--- config.mk ---
export PLATFORM = sky130hd
export DESIGN_NAME = rs_integer
export DESIGN_NICKNAME = d
export VERILOG_FILES = /design/src/rtl/rs_pkg.sv /design/src/rtl/rs_select.sv /design/src/rtl/rs_integer.sv
export SDC_FILE = /design/constraint.sdc
export NUM_CORES = 1
export LEC_CHECK = 0
export BUFFER_PORTS_ARGS = -buffer_cell sky130_fd_sc_hd__buf_2
export CAP_MARGIN = 40
export CORE_ASPECT_RATIO = 1.25
export CORE_MARGIN = 1.5
export CORE_UTILIZATION = 25
export CTS_CLUSTER_DIAMETER = 200
export DETAILED_ROUTE_END_ITERATION = 10
export PLACE_DENSITY = 0.45
export SYNTH_ARGS = -nofsm -noshare
export SYNTH_HDL_FRONTEND = slang
export SYNTH_SLANG_ARGS = --single-unit
--- constraint.sdc ---
create_clock -name clk -period 16.9 [get_ports clk]
set_input_delay 5.07 -clock clk [delete_from_list [all_inputs] [get_ports clk]]
set_output_delay 5.07 -clock clk [all_outputs]
set_load 0.01 [all_outputs]
--- src/rtl/rs_pkg.sv ---
// Shared types and widths for the integer reservation station and its issue selector.
// The optional RS_AGE_ORDER_EN build also relies only on these definitions.
package rs_pkg;

    localparam int TAG_W    = 6;
    localparam int DATA_W   = 32;
    localparam int INST_W   = 10;
    localparam int RS2EXE_W = 80;
    localparam int CDB_W    = 38;

    typedef struct packed {
        logic              rdy;
        logic [TAG_W-1:0]  tag;
        logic [DATA_W-1:0] value;
    } rs_operand_t;

    typedef struct packed {
        logic              valid;
        logic [INST_W-1:0] inst;
        logic [TAG_W-1:0]  dest;
        rs_operand_t       op1;
        rs_operand_t       op2;
    } rs_entry_t;

    typedef struct packed {
        logic [INST_W-1:0] inst;
        logic [TAG_W-1:0]  dest;
        logic [DATA_W-1:0] opr1;
        logic [DATA_W-1:0] opr2;
    } rs2exe_t;

    // Build an operand at dispatch, taking the CDB value if it is broadcasting our source tag now.
    function automatic rs_operand_t capture_operand(input logic              rdy,
                                                    input logic [DATA_W-1:0] raw,
                                                    input logic [CDB_W-1:0]  cdb);
        rs_operand_t      op;
        logic [TAG_W-1:0] cdb_tag;
        cdb_tag  = cdb[CDB_W-1:DATA_W];
        op.rdy   = rdy;
        op.tag   = rdy ? '0 : raw[TAG_W-1:0];
        op.value = raw;
        if (!rdy && (cdb_tag != '0) && (raw[TAG_W-1:0] == cdb_tag)) begin
            op.rdy   = 1'b1;
            op.value = cdb[DATA_W-1:0];
        end
        return op;
    endfunction

    function automatic rs_operand_t snoop_operand(input rs_operand_t          op,
                                                  input logic [CDB_W-1:0]     cdb);
        rs_operand_t      res;
        logic [TAG_W-1:0] cdb_tag;
        cdb_tag = cdb[CDB_W-1:DATA_W];
        res     = op;
        if (!op.rdy && (cdb_tag != '0) && (op.tag == cdb_tag)) begin
            res.rdy   = 1'b1;
            res.value = cdb[DATA_W-1:0];
        end
        return res;
    endfunction

endpackage

--- src/rtl/rs_select.sv ---
// Issue picker: one-hot grant among ready entries, lowest index by default or oldest
// when RS_AGE_ORDER_EN is defined (age[i][j]=1 means entry i is older than entry j).
module rs_select
    import rs_pkg::*;
#(
    parameter int DEPTH = 4
) (
`ifdef RS_AGE_ORDER_EN
    input  logic [DEPTH-1:0][DEPTH-1:0] age,
`endif
    input  logic [DEPTH-1:0]            cand,
    output logic [DEPTH-1:0]            grant,
    output logic                        found
);

    assign found = |cand;

`ifdef RS_AGE_ORDER_EN
    genvar gi, gj;
    generate
        for (gi = 0; gi < DEPTH; gi++) begin : g_oldest
            logic [DEPTH-1:0] older;
            for (gj = 0; gj < DEPTH; gj++) begin : g_col
                assign older[gj] = age[gj][gi];
            end
            // A candidate wins only if no other candidate is older than it.
            assign grant[gi] = cand[gi] && !(|(cand & older));
        end
    endgenerate
`else
    assign grant = cand & (~cand + DEPTH'(1));
`endif

endmodule

--- src/rtl/rs_integer.sv ---
// Integer reservation station: buffers dispatched ops, wakes operands from the CDB and
// issues one ready op per cycle to the ALU. Define RS_AGE_ORDER_EN for oldest-first issue.
module rs_integer
    import rs_pkg::*;
#(
    parameter int DEPTH = 4
) (
    input  logic                clk,
    input  logic                rst,
    input  logic                flush,
    input  logic                disp_valid,
    output logic                disp_ready,
    input  logic [INST_W-1:0]   disp_inst,
    input  logic [TAG_W-1:0]    disp_dest,
    input  logic                disp_op1_rdy,
    input  logic [DATA_W-1:0]   disp_op1,
    input  logic                disp_op2_rdy,
    input  logic [DATA_W-1:0]   disp_op2,
    input  logic [CDB_W-1:0]    cdb,
    output logic                exe_en,
    output logic [RS2EXE_W-1:0] rs2exe
);

    rs_entry_t        entries [DEPTH];
    logic [DEPTH-1:0] valid;
    logic [DEPTH-1:0] cand;
    logic [DEPTH-1:0] free_mask;
    logic [DEPTH-1:0] alloc_onehot;
    logic [DEPTH-1:0] grant;
    logic             found;
    logic             accept;
    rs_entry_t        new_entry;
    rs2exe_t          issue_bundle;
    logic             exe_en_reg;
    rs2exe_t          rs2exe_reg;

    genvar gi;
    generate
        for (gi = 0; gi < DEPTH; gi++) begin : g_flags
            assign valid[gi] = entries[gi].valid;
            assign cand[gi]  = entries[gi].valid && entries[gi].op1.rdy && entries[gi].op2.rdy;
        end
    endgenerate

    // Free slots come from registered state only, so a slot issued this cycle is reused next cycle.
    assign free_mask    = ~valid;
    assign alloc_onehot = free_mask & (~free_mask + DEPTH'(1));
    assign disp_ready   = |free_mask;
    assign accept       = disp_valid && disp_ready && !flush;

    always_comb begin
        new_entry       = '0;
        new_entry.valid = 1'b1;
        new_entry.inst  = disp_inst;
        new_entry.dest  = disp_dest;
        new_entry.op1   = capture_operand(disp_op1_rdy, disp_op1, cdb);
        new_entry.op2   = capture_operand(disp_op2_rdy, disp_op2, cdb);
    end

`ifdef RS_AGE_ORDER_EN
    logic [DEPTH-1:0][DEPTH-1:0] age_reg;

    // A new entry is younger than every currently valid entry; its own row is cleared.
    always_ff @(posedge clk or posedge rst) begin
        if (rst) begin
            age_reg <= '0;
        end else if (accept) begin
            for (int i = 0; i < DEPTH; i++) begin
                for (int j = 0; j < DEPTH; j++) begin
                    if (alloc_onehot[j]) begin
                        age_reg[i][j] <= valid[i];
                    end
                    if (alloc_onehot[i]) begin
                        age_reg[i][j] <= 1'b0;
                    end
                end
            end
        end
    end

    rs_select #(.DEPTH(DEPTH)) u_select (
        .age   (age_reg),
        .cand  (cand),
        .grant (grant),
        .found (found)
    );
`else
    rs_select #(.DEPTH(DEPTH)) u_select (
        .cand  (cand),
        .grant (grant),
        .found (found)
    );
`endif

    always_comb begin
        issue_bundle = '0;
        for (int i = 0; i < DEPTH; i++) begin
            if (grant[i]) begin
                issue_bundle.inst = entries[i].inst;
                issue_bundle.dest = entries[i].dest;
                issue_bundle.opr1 = entries[i].op1.value;
                issue_bundle.opr2 = entries[i].op2.value;
            end
        end
    end

    generate
        for (gi = 0; gi < DEPTH; gi++) begin : g_entry
            rs_entry_t entry_reg;

            always_ff @(posedge clk or posedge rst) begin
                if (rst) begin
                    entry_reg <= '0;
                end else if (flush) begin
                    entry_reg.valid <= 1'b0;
                end else if (accept && alloc_onehot[gi]) begin
                    entry_reg <= new_entry;
                end else if (grant[gi]) begin
                    entry_reg.valid <= 1'b0;
                end else if (entry_reg.valid) begin
                    entry_reg.op1 <= snoop_operand(entry_reg.op1, cdb);
                    entry_reg.op2 <= snoop_operand(entry_reg.op2, cdb);
                end
            end

            assign entries[gi] = entry_reg;
        end
    endgenerate

    always_ff @(posedge clk or posedge rst) begin
        if (rst) begin
            exe_en_reg <= 1'b0;
            rs2exe_reg <= '0;
        end else if (flush) begin
            exe_en_reg <= 1'b0;
        end else begin
            exe_en_reg <= found;
            if (found) begin
                rs2exe_reg <= issue_bundle;
            end
        end
    end

    assign exe_en = exe_en_reg;
    assign rs2exe = rs2exe_reg;

endmodule

==> results.txt <==
----------------------------------------------------
[Clock network]
  Number of buffers added for setup after CTS ... 0
  Deepest clock path buffer count ... 3
  Clock net sink count ... 461
  Later-pin clock latency in the skew report ... 0.63 ns
  Library cell used as clock root buffer ... sky130_fd_sc_hd__clkbuf_16
  Total of hold buffers inserted after clock tree synthesis ... 0
  Register clock-pin slew on the reported worst setup and hold paths ... 0.06 ns
  Count of cells resized by post-cts repair ... 0
  TritonCTS clock tree ... done
  CTS H-tree depth ... 2
  Total clock buffers created by CTS ... 52

[STA]
  Remaining max-slew budget at the tightest pin ... 27.5%
  Fmax ... 0.136 GHz
  Number of setup violations in the final report ... 0
  Max-slew violation total from the final report ... 0
  Final period utilization ... 43.6%
  RSZ-0062 raised after global routing ... no
  Sum Neg Setup Slack ... 0 ns
  Slew at the pin closest to its max-slew limit ... 1.09 ns
  Setup clock skew after layout ... 0.0294 ns
  Worst hold-check slack ... 0.467 ns
  Final number of hold-violating endpoints ... 0
  Fin worst setup slack ... 9.54 ns
  Final critical-path required period ... 7.36 ns

[Status]
  Status ... finished, final reports clean

[Die]
  Area of the die ... 88,400 sq um
  Die extent in y ... 332 um
  Initial core utilization ... 25.3%
  Die Span X ... 266 um
  Standard-cell row count ... 120
  Core Footprint ... 85,700 sq um
  Top Ports ... 206

[Synth]
  Most instantiated library cell after synthesis ... sky130_fd_sc_hd__dfrtp_1
  Number of distinct standard cells referenced by the synthesized netlist ... 52
  Syn_nets ... 2,318
  Post-synthesis cell area ... 21,700 sq um
  Top_reg_cell synth ... sky130_fd_sc_hd__dfrtp_1
  Async SR Flop Fraction ... 100%
  Number of storage elements in the synthesis netlist ... 461
  Largest cells by area after synthesis ... sky130_fd_sc_hd__dfrtp_1, sky130_fd_sc_hd__a221o_1, sky130_fd_sc_hd__nand2_1
  Cell taking the most area after synthesis ... sky130_fd_sc_hd__dfrtp_1
  Number of standard cells after synthesis ... 2,194
  Sequential fraction of the synthesis area ... 53.3%
  Count of flip-flops with a built-in enable after synthesis ... 0
  YS warnings ... 0
  Most numerous cell types in the synthesized netlist ... sky130_fd_sc_hd__dfrtp_1, sky130_fd_sc_hd__nand2_1, sky130_fd_sc_hd__nor2_1, sky130_fd_sc_hd__inv_1, sky130_fd_sc_hd__a221o_1
  Syn Area/Cell ... 9.87 sq um
  Proportion of netlist area held by the largest area contributor ... 53.3%

[Worst hold path]
  Worst hold path depth ... 2
  Hold/Removal Path Class ... flop to flop
  Launch instance of the worst min-delay path ... entries[375]$_DFFE_PP0P_
  Hold Crit Endpoint ... entries[375]$_DFFE_PP0P_

[Pwr]
  Worst supply voltage drop on vdd ... 82.6 uV
  Power per cell area ... 133 nW/um^2
  Leakage power figure ... 11.7 nW

[Layout]
  Share of cells above drive strength 1 ... 19.7%
  Largest register FFs ... 380
  Nets ... 2,456
  Final-layout fill cell count ... 8,914
  Utilization of the core after routing ... 30.4%
  P&R area growth vs syn ... 20.6%

[Critical path]
  FF-to-FF path depth ... 7
  Worst setup SP type ... input port
  Arr. time, crit path ... 7.92 ns
  Endpoint class of the critical path ... flop
  Maximum fanout along the worst path ... 19
  Origin of the critical flop-to-flop path ... entries[284]$_DFFE_PP0P_
  Critical path type ... input port to flop
  Required time of the critical path ... 17.45 ns
  Setup slack of the most critical reg-to-reg path ... 12.83 ns
  Reg2reg end ... entries[117]$_DFFE_PP0P_

[Placed design]
  Routability congestion estimate ... 0.822
  Setup slack after placement ... 8.92 ns
  HPWL Detailed ... 54.6 mm
  Quantity of I/O buffers inserted on ports ... 205

[Routing]
  Vias/cell ... 5.20
  DRC marker count from the first detailed-route iteration ... 1,443
  Final routed wirelength across all metal layers ... 86.4 mm
  ANT nets after route ... 0
  DRC ... 0
  Met3 Routed Length ... 5.35 mm
  Number of search-and-repair iterations in the first detailed-routing pass ... 7
  Uppermost metal layer occupied by signal nets ... met5
  Met1 routed wirelength after detailed routing ... 36.5 mm
  Routed met2 length ... 41.9 mm
  Average wire per cell in the routed design ... 24.4 um
  DR vias ... 18,400

[Global routing]
  Total GRT Usage ... 19.4%
  Pin count of the biggest net entering global routing ... 186
  Global route total overflow ... 0
  Via count of the first global-routing pass ... 19,100
  Global-route wire length before repair ... 129 mm
  Initial antenna violation count ... 16

[Run]
  Max-Cap Viols ... 0

----------------------------------------------------
## worst max-delay path: stages
cell	delay, ns
sky130_fd_sc_hd__buf_2	0.28
sky130_fd_sc_hd__xor2_1	0.12
sky130_fd_sc_hd__or4_1	0.58
sky130_fd_sc_hd__nor4_4	0.67
sky130_fd_sc_hd__buf_4	0.35
sky130_fd_sc_hd__a21o_2	0.43
sky130_fd_sc_hd__buf_16	0.23
sky130_fd_sc_hd__a221o_1	0.16
## where the power goes
| part | total (mW) | switching [mW] | internal [mW] |
|---|---|---|---|
| Clock | 1.19 | 0.494 | 0.699 |
| Sequential | 1.55 | 0.175 | 1.38 |
| Combinational | 0.734 | 0.403 | 0.332 |
| Total | 3.48 | 1.07 | 2.41 |
## cells by family (layout without fill, tap and decap cells)
logic type	after synthesis	after routing	synth area share, %
AO/OA/AOI/OAI	577	577	22.1
multiplexers	2	2	0.127
AND/OR/NAND/NOR	755	755	15.7
other	0	8	0
flip-flops	461	461	53.3
buffers and inverters	339	519	6.45
XOR/XNOR	60	60	2.43
## per-layer routing
| metal | vias up | track usage, % |
|---|---|---|
| met3 | 161 | 3.22 |
| met1 | 9468 | 25.2 |
| met5 | - | 0 |
| met4 | 8 | 6.59 |
| met2 | 644 | 32.3 |
| li1 | 8138 | - |
## how the worst max path moves through the flow
stage               slack [ns]     from  depth (start not counted)                 endpoint
detailed placement        8.92  cdb[36]                          8  entries[27]$_DFFE_PP0P_
finish                    9.54  cdb[36]                          8  entries[24]$_DFFE_PP0P_
CTS                       9.58  cdb[36]                          8  entries[24]$_DFFE_PP0P_
global route              9.49  cdb[36]                          8  entries[27]$_DFFE_PP0P_
global placement          8.79  cdb[35]                          7  entries[12]$_DFFE_PP0P_
floorplan                 5.59      rst                          1   entries[0]$_DFFE_PP0P_
## cell usage in the layout (no fill, tap or decap), types with 4 or more instances in the layout
cell type,Yosys,routed
sky130_fd_sc_hd__clkbuf_16,0,52
sky130_fd_sc_hd__a221oi_2,11,11
sky130_fd_sc_hd__nor4_1,5,5
sky130_fd_sc_hd__nand2b_1,15,13
sky130_fd_sc_hd__and2_0,18,18
sky130_fd_sc_hd__xor2_1,39,39
sky130_fd_sc_hd__a221o_1,144,144
sky130_fd_sc_hd__a31oi_1,83,80
sky130_fd_sc_hd__buf_12,0,7
sky130_fd_sc_hd__a221oi_1,85,85
sky130_fd_sc_hd__o221a_2,64,64
sky130_fd_sc_hd__clkbuf_8,0,12
sky130_fd_sc_hd__o221ai_1,32,32
sky130_fd_sc_hd__xnor2_1,21,21
sky130_fd_sc_hd__a21oi_4,0,4
sky130_fd_sc_hd__and2_1,31,31
sky130_fd_sc_hd__o21ai_0,132,132
sky130_fd_sc_hd__diode_2,0,8
sky130_fd_sc_hd__nand3_1,11,10
sky130_fd_sc_hd__bufinv_16,0,5
sky130_fd_sc_hd__nor4_4,4,5
sky130_fd_sc_hd__buf_4,6,32
sky130_fd_sc_hd__or3_1,66,65
sky130_fd_sc_hd__nor3_1,5,4
sky130_fd_sc_hd__buf_2,45,205
sky130_fd_sc_hd__nand2_1,371,371
sky130_fd_sc_hd__buf_16,0,13
sky130_fd_sc_hd__inv_1,164,163
sky130_fd_sc_hd__clkinv_2,0,8
sky130_fd_sc_hd__dfrtp_1,461,461
sky130_fd_sc_hd__or4_1,6,6
sky130_fd_sc_hd__a21oi_1,9,5
sky130_fd_sc_hd__nor2_1,202,199
sky130_fd_sc_hd__clkbuf_1,108,12
## layout make-up
cell class,count,area (sq um),share of cell area [%]
clock buffer,76,1510,5.79
inverter,164,619,2.37
antenna,8,20.0,0.0767
clock inverter,20,268,1.03
multi-input combinational,1394,8910,34.1
tap,1159,1450,5.56
timing repair buffer,259,1790,6.84
sequential,461,11500,44.2
## per-stage QoR
step	cells	cell area (sq um)	total power, mW
CTS	3533	26100	3.52
global placement	3417	23800	2.28
detailed placement	3437	24300	2.32
finish	3541	26100	3.48
global route	3534	26100	3.67
floorplan	2194	21700	1.98
Power figures use the tool's default switching activity.
